File: config.mk
export PLATFORM = sky130hd
export DESIGN_NAME = apb_rr_master_arbiter_flat
export DESIGN_NICKNAME = d
export VERILOG_FILES = /design/src/rtl/apb_rr_master_arbiter_if.sv /design/src/rtl/apb_rr_master_arbiter.sv /design/src/flat_wrapper.sv
export SDC_FILE = /design/constraint.sdc
export NUM_CORES = 1
export LEC_CHECK = 0
export BUFFER_PORTS_ARGS = -buffer_cell sky130_fd_sc_hd__buf_2
export CAP_MARGIN = 20
export CORE_MARGIN = 10
export CORE_UTILIZATION = 44
export DETAILED_ROUTE_END_ITERATION = 12
export HOLD_SLACK_MARGIN = 0.12
export PLACE_DENSITY = 0.89
export SYNTH_ARGS = -nofsm -noshare
export SYNTH_HDL_FRONTEND = slang
export SYNTH_SLANG_ARGS = --single-unit
File: constraint.sdc
create_clock -name Hclk -period 2.5 [get_ports Hclk]
set_input_delay 0.5 -clock Hclk [delete_from_list [all_inputs] [get_ports Hclk]]
set_output_delay 0.5 -clock Hclk [all_outputs]
set_load 0.01 [all_outputs]
File: src/rtl/apb_rr_master_arbiter_if.sv
// Bundle of requester-side and APB-side signals of the round-robin APB master arbiter.
// Requester handshake: a requester raises req with its write/addr/wdata fields and holds
// them stable until the one-cycle done pulse; gnt shows the owner while the transfer runs.
interface apb_rr_master_arbiter_if #(
    parameter int NREQ = 3,
    parameter int AW   = 32,
    parameter int DW   = 32
);
    logic [NREQ-1:0]    req;
    logic [NREQ-1:0]    req_write;
    logic [NREQ*AW-1:0] req_addr;
    logic [NREQ*DW-1:0] req_wdata;
    logic [NREQ-1:0]    gnt;
    logic [NREQ-1:0]    done;
    logic               err;
    logic [DW-1:0]      rdata;
    logic [2:0]         Pselx;
    logic [AW-1:0]      Paddr;
    logic [DW-1:0]      Pwdata;
    logic               Pwrite;
    logic               Penable;
    logic [DW-1:0]      Prdata;
    logic               Pready;

    modport master (
        input  req, req_write, req_addr, req_wdata, Prdata, Pready,
        output gnt, done, err, rdata, Pselx, Paddr, Pwdata, Pwrite, Penable
    );

    modport slave (
        output req, req_write, req_addr, req_wdata, Prdata, Pready,
        input  gnt, done, err, rdata, Pselx, Paddr, Pwdata, Pwrite, Penable
    );
endinterface

File: src/rtl/apb_rr_master_arbiter.sv
// Round-robin arbiter sharing one APB master port between NREQ requesters, with
// three-slave address decode, Pready wait states and a watchdog abort.
module apb_rr_master_arbiter #(
    parameter int NREQ    = 3,
    parameter int AW      = 32,
    parameter int DW      = 32,
    parameter int TIMEOUT = 16
) (
    input  logic                    Hclk,
    input  logic                    Hreset,
    apb_rr_master_arbiter_if.master bus,
    output logic [1:0]              state_o
);
    localparam int PW = (NREQ > 1) ? $clog2(NREQ) : 1;
    localparam int WW = $clog2(TIMEOUT + 1);

    localparam logic [1:0] IDLE   = 2'd0;
    localparam logic [1:0] SETUP  = 2'd1;
    localparam logic [1:0] ACCESS = 2'd2;
    localparam logic [1:0] ERR    = 2'd3;

    localparam logic [AW-1:0] S0_LO = AW'(32'h8000_0000);
    localparam logic [AW-1:0] S0_HI = AW'(32'h83FF_FFFF);
    localparam logic [AW-1:0] S1_LO = AW'(32'h8400_0000);
    localparam logic [AW-1:0] S1_HI = AW'(32'h87FF_FFFF);
    localparam logic [AW-1:0] S2_LO = AW'(32'h8800_0000);
    localparam logic [AW-1:0] S2_HI = AW'(32'h8BFF_FFFF);

    logic [1:0]      state_q,   state_d;
    logic [PW-1:0]   ptr_q,     ptr_d;
    logic [PW-1:0]   owner_q,   owner_d;
    logic [NREQ-1:0] gnt_q,     gnt_d;
    logic [NREQ-1:0] done_q,    done_d;
    logic            err_q,     err_d;
    logic [DW-1:0]   rdata_q,   rdata_d;
    logic [2:0]      psel_q,    psel_d;
    logic [AW-1:0]   paddr_q,   paddr_d;
    logic [DW-1:0]   pwdata_q,  pwdata_d;
    logic            pwrite_q,  pwrite_d;
    logic            penable_q, penable_d;
    logic [WW-1:0]   wait_q,    wait_d;

    logic [PW-1:0]   sel_idx;
    logic            sel_found;
    logic [AW-1:0]   sel_addr;
    logic [DW-1:0]   sel_wdata;
    logic            sel_write;
    logic [2:0]      sel_psel;
    logic [PW-1:0]   next_ptr;

    function automatic logic [2:0] decode(input logic [AW-1:0] a);
        logic [2:0] s;
        s = 3'b000;
        if (a >= S0_LO && a <= S0_HI) s = 3'b001;
        else if (a >= S1_LO && a <= S1_HI) s = 3'b010;
        else if (a >= S2_LO && a <= S2_HI) s = 3'b100;
        return s;
    endfunction

    // First pending requester at or above ptr, wrapping modulo NREQ.
    always_comb begin
        sel_idx   = '0;
        sel_found = 1'b0;
        for (int i = 0; i < NREQ; i++) begin
            if (!sel_found && bus.req[(int'(ptr_q) + i) % NREQ]) begin
                sel_found = 1'b1;
                sel_idx   = PW'((int'(ptr_q) + i) % NREQ);
            end
        end
    end

    assign sel_addr  = bus.req_addr[sel_idx*AW +: AW];
    assign sel_wdata = bus.req_wdata[sel_idx*DW +: DW];
    assign sel_write = bus.req_write[sel_idx];
    assign sel_psel  = decode(sel_addr);
    assign next_ptr  = (owner_q == PW'(NREQ - 1)) ? '0 : owner_q + PW'(1);

    always_comb begin
        state_d   = state_q;
        ptr_d     = ptr_q;
        owner_d   = owner_q;
        gnt_d     = gnt_q;
        done_d    = '0;
        err_d     = 1'b0;
        rdata_d   = rdata_q;
        psel_d    = psel_q;
        paddr_d   = paddr_q;
        pwdata_d  = pwdata_q;
        pwrite_d  = pwrite_q;
        penable_d = penable_q;
        wait_d    = wait_q;
        case (state_q)
            IDLE: begin
                if (sel_found) begin
                    owner_d  = sel_idx;
                    gnt_d    = NREQ'(1) << sel_idx;
                    paddr_d  = sel_addr;
                    pwdata_d = sel_wdata;
                    pwrite_d = sel_write;
                    psel_d   = sel_psel;
                    state_d  = (sel_psel != 3'b000) ? SETUP : ERR;
                end
            end
            SETUP: begin
                penable_d = 1'b1;
                wait_d    = '0;
                state_d   = ACCESS;
            end
            ACCESS: begin
                // Success and watchdog abort share the same wind-down; only err and rdata differ.
                if (bus.Pready || wait_q == WW'(TIMEOUT - 1)) begin
                    done_d    = gnt_q;
                    err_d     = !bus.Pready;
                    gnt_d     = '0;
                    psel_d    = 3'b000;
                    penable_d = 1'b0;
                    ptr_d     = next_ptr;
                    state_d   = IDLE;
                    if (bus.Pready && !pwrite_q) rdata_d = bus.Prdata;
                end else begin
                    wait_d = wait_q + WW'(1);
                end
            end
            default: begin
                done_d  = gnt_q;
                err_d   = 1'b1;
                gnt_d   = '0;
                ptr_d   = next_ptr;
                state_d = IDLE;
            end
        endcase
    end

    always_ff @(posedge Hclk) begin
        if (Hreset) begin
            state_q   <= IDLE;
            ptr_q     <= '0;
            owner_q   <= '0;
            gnt_q     <= '0;
            done_q    <= '0;
            err_q     <= 1'b0;
            rdata_q   <= '0;
            psel_q    <= 3'b000;
            paddr_q   <= '0;
            pwdata_q  <= '0;
            pwrite_q  <= 1'b0;
            penable_q <= 1'b0;
            wait_q    <= '0;
        end else begin
            state_q   <= state_d;
            ptr_q     <= ptr_d;
            owner_q   <= owner_d;
            gnt_q     <= gnt_d;
            done_q    <= done_d;
            err_q     <= err_d;
            rdata_q   <= rdata_d;
            psel_q    <= psel_d;
            paddr_q   <= paddr_d;
            pwdata_q  <= pwdata_d;
            pwrite_q  <= pwrite_d;
            penable_q <= penable_d;
            wait_q    <= wait_d;
        end
    end

    assign bus.gnt     = gnt_q;
    assign bus.done    = done_q;
    assign bus.err     = err_q;
    assign bus.rdata   = rdata_q;
    assign bus.Pselx   = psel_q;
    assign bus.Paddr   = paddr_q;
    assign bus.Pwdata  = pwdata_q;
    assign bus.Pwrite  = pwrite_q;
    assign bus.Penable = penable_q;
    assign state_o     = state_q;
endmodule

File: src/flat_wrapper.sv
// flat-port wrapper written by rule: the top's interface ports become plain ports
module apb_rr_master_arbiter_flat 
#(
    parameter int NREQ    = 3,
    parameter int AW      = 32,
    parameter int DW      = 32,
    parameter int TIMEOUT = 16
)
  (Hclk, Hreset, state_o, bus_req, bus_req_write, bus_req_addr, bus_req_wdata, bus_Prdata, bus_Pready, bus_gnt, bus_done, bus_err, bus_rdata, bus_Pselx, bus_Paddr, bus_Pwdata, bus_Pwrite, bus_Penable);
  apb_rr_master_arbiter_if #(.NREQ(NREQ), .AW(AW), .DW(DW)) bus_i ();
  input  logic Hclk;
  input  logic Hreset;
  output logic [1:0] state_o;
  input wire logic [$bits(bus_i.req)-1:0] bus_req;
  input wire logic [$bits(bus_i.req_write)-1:0] bus_req_write;
  input wire logic [$bits(bus_i.req_addr)-1:0] bus_req_addr;
  input wire logic [$bits(bus_i.req_wdata)-1:0] bus_req_wdata;
  input wire logic [$bits(bus_i.Prdata)-1:0] bus_Prdata;
  input wire logic [$bits(bus_i.Pready)-1:0] bus_Pready;
  output wire logic [$bits(bus_i.gnt)-1:0] bus_gnt;
  output wire logic [$bits(bus_i.done)-1:0] bus_done;
  output wire logic [$bits(bus_i.err)-1:0] bus_err;
  output wire logic [$bits(bus_i.rdata)-1:0] bus_rdata;
  output wire logic [$bits(bus_i.Pselx)-1:0] bus_Pselx;
  output wire logic [$bits(bus_i.Paddr)-1:0] bus_Paddr;
  output wire logic [$bits(bus_i.Pwdata)-1:0] bus_Pwdata;
  output wire logic [$bits(bus_i.Pwrite)-1:0] bus_Pwrite;
  output wire logic [$bits(bus_i.Penable)-1:0] bus_Penable;
  assign bus_i.req = bus_req;
  assign bus_i.req_write = bus_req_write;
  assign bus_i.req_addr = bus_req_addr;
  assign bus_i.req_wdata = bus_req_wdata;
  assign bus_i.Prdata = bus_Prdata;
  assign bus_i.Pready = bus_Pready;
  assign bus_gnt = bus_i.gnt;
  assign bus_done = bus_i.done;
  assign bus_err = bus_i.err;
  assign bus_rdata = bus_i.rdata;
  assign bus_Pselx = bus_i.Pselx;
  assign bus_Paddr = bus_i.Paddr;
  assign bus_Pwdata = bus_i.Pwdata;
  assign bus_Pwrite = bus_i.Pwrite;
  assign bus_Penable = bus_i.Penable;
  apb_rr_master_arbiter #(.NREQ(NREQ), .AW(AW), .DW(DW), .TIMEOUT(TIMEOUT)) u_core (.Hclk(Hclk), .Hreset(Hreset), .bus(bus_i), .state_o(state_o));
endmodule
==> impl_metrics.py <==
metrics = {
    "finish": {
        "syn_to_final_growth_pct": 43.2,
        "final_cell_mix": "buf_2, nand2_1, dfxtp_1",
        "final_area_um2": 8390,
        "nets": 1309,
        "final_common_cell": "buf_2",
        "layout-drive-gt1-share_pct": 39.2,
    },
    "logic_synthesis": {
        "ys_ff_latch": 119,
        "syn-cell-area_um2": 5860,
        "yosysUniqueCellTypes": 53,
        "async_flop_share_pct": 0,
        "syn_avg_cell_area_um2": 7.79,
        "syn_inst": 752,
        "ys.flop_type": "dfxtp_1",
        "yosys_warnings": 0,
        "synth_edf_count": 0,
        "synth_seq_area_share_pct": 40.7,
        "synth_nets": 991,
    },
    "clock_tree": {
        "clk_latency_ps": 410,
        "cts_setup_buffers": 0,
        "clk_path_buf_depth": 2,
        "cts_hold_buf": 0,
        "tritoncts": "done",
        "clock_sinks": 119,
        "root_buffer": "clkbuf_16",
        "clk_pin_slew_worst_paths_ps": 60,
        "cts_buffers": 17,
        "cts_max_level": 4,
    },
    "drt": {
        "vias": 6950,
        "drt-total-wl_mm": 23.6,
        "drtAntennaViolNets": 0,
        "drc": 0,
        "firstDrtPassIters": 5,
        "viasPerCell": 5.52,
        "first_iter_violations": 376,
        "wl_per_cell_um": 18.7,
    },
    "place": {
        "place_area_um2": 7730,
        "io_buffers": 342,
        "dp_hpwl_mm": 18.3,
        "place_congestion": 0.929,
    },
    "floorplan": {
        "die_area_um2": 18300,
        "start_util_pct": 44.6,
        "die_y_um": 135,
        "core_um2": 13100,
        "std_cell_rows": 42,
        "top_level_ports": 343,
        "die_x_um": 135,
    },
    "setup_path": {
        "startpoint_type": "flop",
        "crit_arrival_ps": 2730,
        "crit_path_end_kind": "flop",
        "r2r_slack_ps": 60,
        "critPathRequiredTime_ps": 2790,
        "worstSetupPathType": "reg2reg",
        "critPathMaxFanout": 26,
    },
    "global_routing": {
        "grt_overflow": 0,
        "first_global_vias": 6791,
        "grt_max_degree": 64,
        "antenna_found_initial": 3,
        "track_usage_pct": 24.3,
        "grt_pass1_wl_mm": 35.6,
    },
    "outcome": {
        "outcome": "completed",
    },
    "sta": {
        "setup_violations": 0,
        "drv_slew": 0,
        "whs_ps": 326,
        "tightest_slew_ps": 672,
        "period_share_pct": 97.5,
        "fin_skew_ps": 7.30,
        "relSlewSlack_pct": 55.2,
        "period_minus_slack_ps": 2440,
        "max_freq_mhz": 410,
        "hold_violations": 0,
    },
    "power_and_ir_drop": {
        "p_leak_nw": 3.93,
        "power_density_nw_per_um2": 1030,
        "ir_drop_mv": 0.473,
        "total_power_mw": 8.65,
    },
    "worst_hold_path": {
        "hold_class": "in2reg",
    },
    "flow_run": {
        "drv_cap": 0,
    },
}
## sequential cells by signal, indices dropped and copies added, names as in the netlist
signal,flops
u_core.bus.Pselx,3
u_core.ptr_q,2
u_core.bus.Pwdata,32
u_core.bus.err,1
u_core.bus.gnt,3
u_core.bus.rdata,32
u_core.bus.done,3
u_core.bus.Paddr,32
u_core.bus.Pwrite,1
u_core.wait_q,5
u_core.state_o,2
u_core.owner_q,2
u_core.bus.Penable,1
## layer usage
metal	part of all wire (%)	global-route usage, %
met2	50	42.0
met4	3.6	11.4
met1	37	25.6
met5	0.11	0
met3	9.5	9.27
## where the power goes
part           leakage [nW]  internal, mW  total [mW]  switching (mW)
registers             0.974          2.42        2.70           0.286
clock network         0.280          1.50        2.41           0.912
logic                  2.67          1.43        3.53            2.10
total                  3.93          5.35        8.65            3.30
## cell usage after synthesis, types with 3 or more instances
master / count / share of area (%)
nand2_1: 139 / 8.9
dfxtp_1: 119 / 41
o21ai_0: 76 / 6.5
and3_1: 65 / 6.9
a211oi_1: 64 / 8.2
o21ai_1: 56 / 4.8
a21oi_1: 47 / 4.0
clkbuf_1: 47 / 3.0
nor2_1: 18 / 1.2
buf_2: 13 / 1.1
nand2b_1: 11 / 1.2
nor3_1: 8 / 0.68
buf_6: 6 / 1.2
ha_1: 6 / 1.3
inv_1: 5 / 0.32
nor2b_1: 5 / 0.53
o211ai_1: 5 / 0.64
mux2i_1: 4 / 0.68
nand3_1: 4 / 0.34
nand3b_1: 4 / 0.51
a31oi_1: 3 / 0.32
and2_1: 3 / 0.32
nor3b_1: 3 / 0.38
nor4b_1: 3 / 0.45
## final timing paths
path	start	end	depth (start not counted)
max reg2reg	u_core.ptr_q[1]	u_core.bus.Pwdata[5]	9
min	bus_Prdata[25]	u_core.bus.rdata[25]	3
min reg2reg	u_core.bus.Pwdata[1]	u_core.bus.Pwdata[1]	2
max	u_core.ptr_q[1]	u_core.bus.Pwdata[5]	9
## kinds of logic after synthesis
logic type / Yosys count / share of synthesized area [%]
adders and majority gates: 6 / 1.28
AOI/OAI and AO/OA: 274 / 28.3
muxes: 6 / 1.07
DFF: 119 / 40.7
and+or+nand+nor: 272 / 22.6
buffers and inverters: 74 / 5.92
xor gates and xnor gates: 1 / 0.150
## per-stage QoR
stage | std cells | utilization [%] | setup TNS, ps | worst slack, ps
3_5_place_dp | 1227 | 58.8 | 0 | 0.225
6_report | 1260 | 63.9 | 0 | 62.7
5_1_grt | 1260 | 63.9 | -7.54 | -6.61
2_1_floorplan | 752 | - | 0 | 215
3_3_place_gp | 1227 | 58.8 | 0 | 75.5
4_1_cts | 1259 | 63.3 | 0 | 46.9
## layout make-up
cell class	count	area, µm²
inverters	6	22.5
diodes	1	2.50
clock inverters	13	145
fillers	1196	4750
multi-input cells	559	3190
well taps	176	220
clock buffers	19	443
flip-flops and latches	119	2380
repair buffers	367	1980
## what timing repair did
item | 4_1_cts | 5_1_grt
gates cloned | 0 | 0
pin swaps | 0 | 1
gates resized for setup | 1 | 17
endpoints found under the setup margin | 1 | 69
endpoints found under the hold margin | 0 | 0
## worst max-delay path: stages (launching register included)
cell and delay [ps]:
dfxtp_1 370, inv_1 80, ha_2 230, mux2i_4 210
o21a_4 240, or2_2 350, buf_6 200, and3_1 190
a211oi_1 320, o21ai_1 110
No activity file was read; power rests on OpenSTA's default activity.
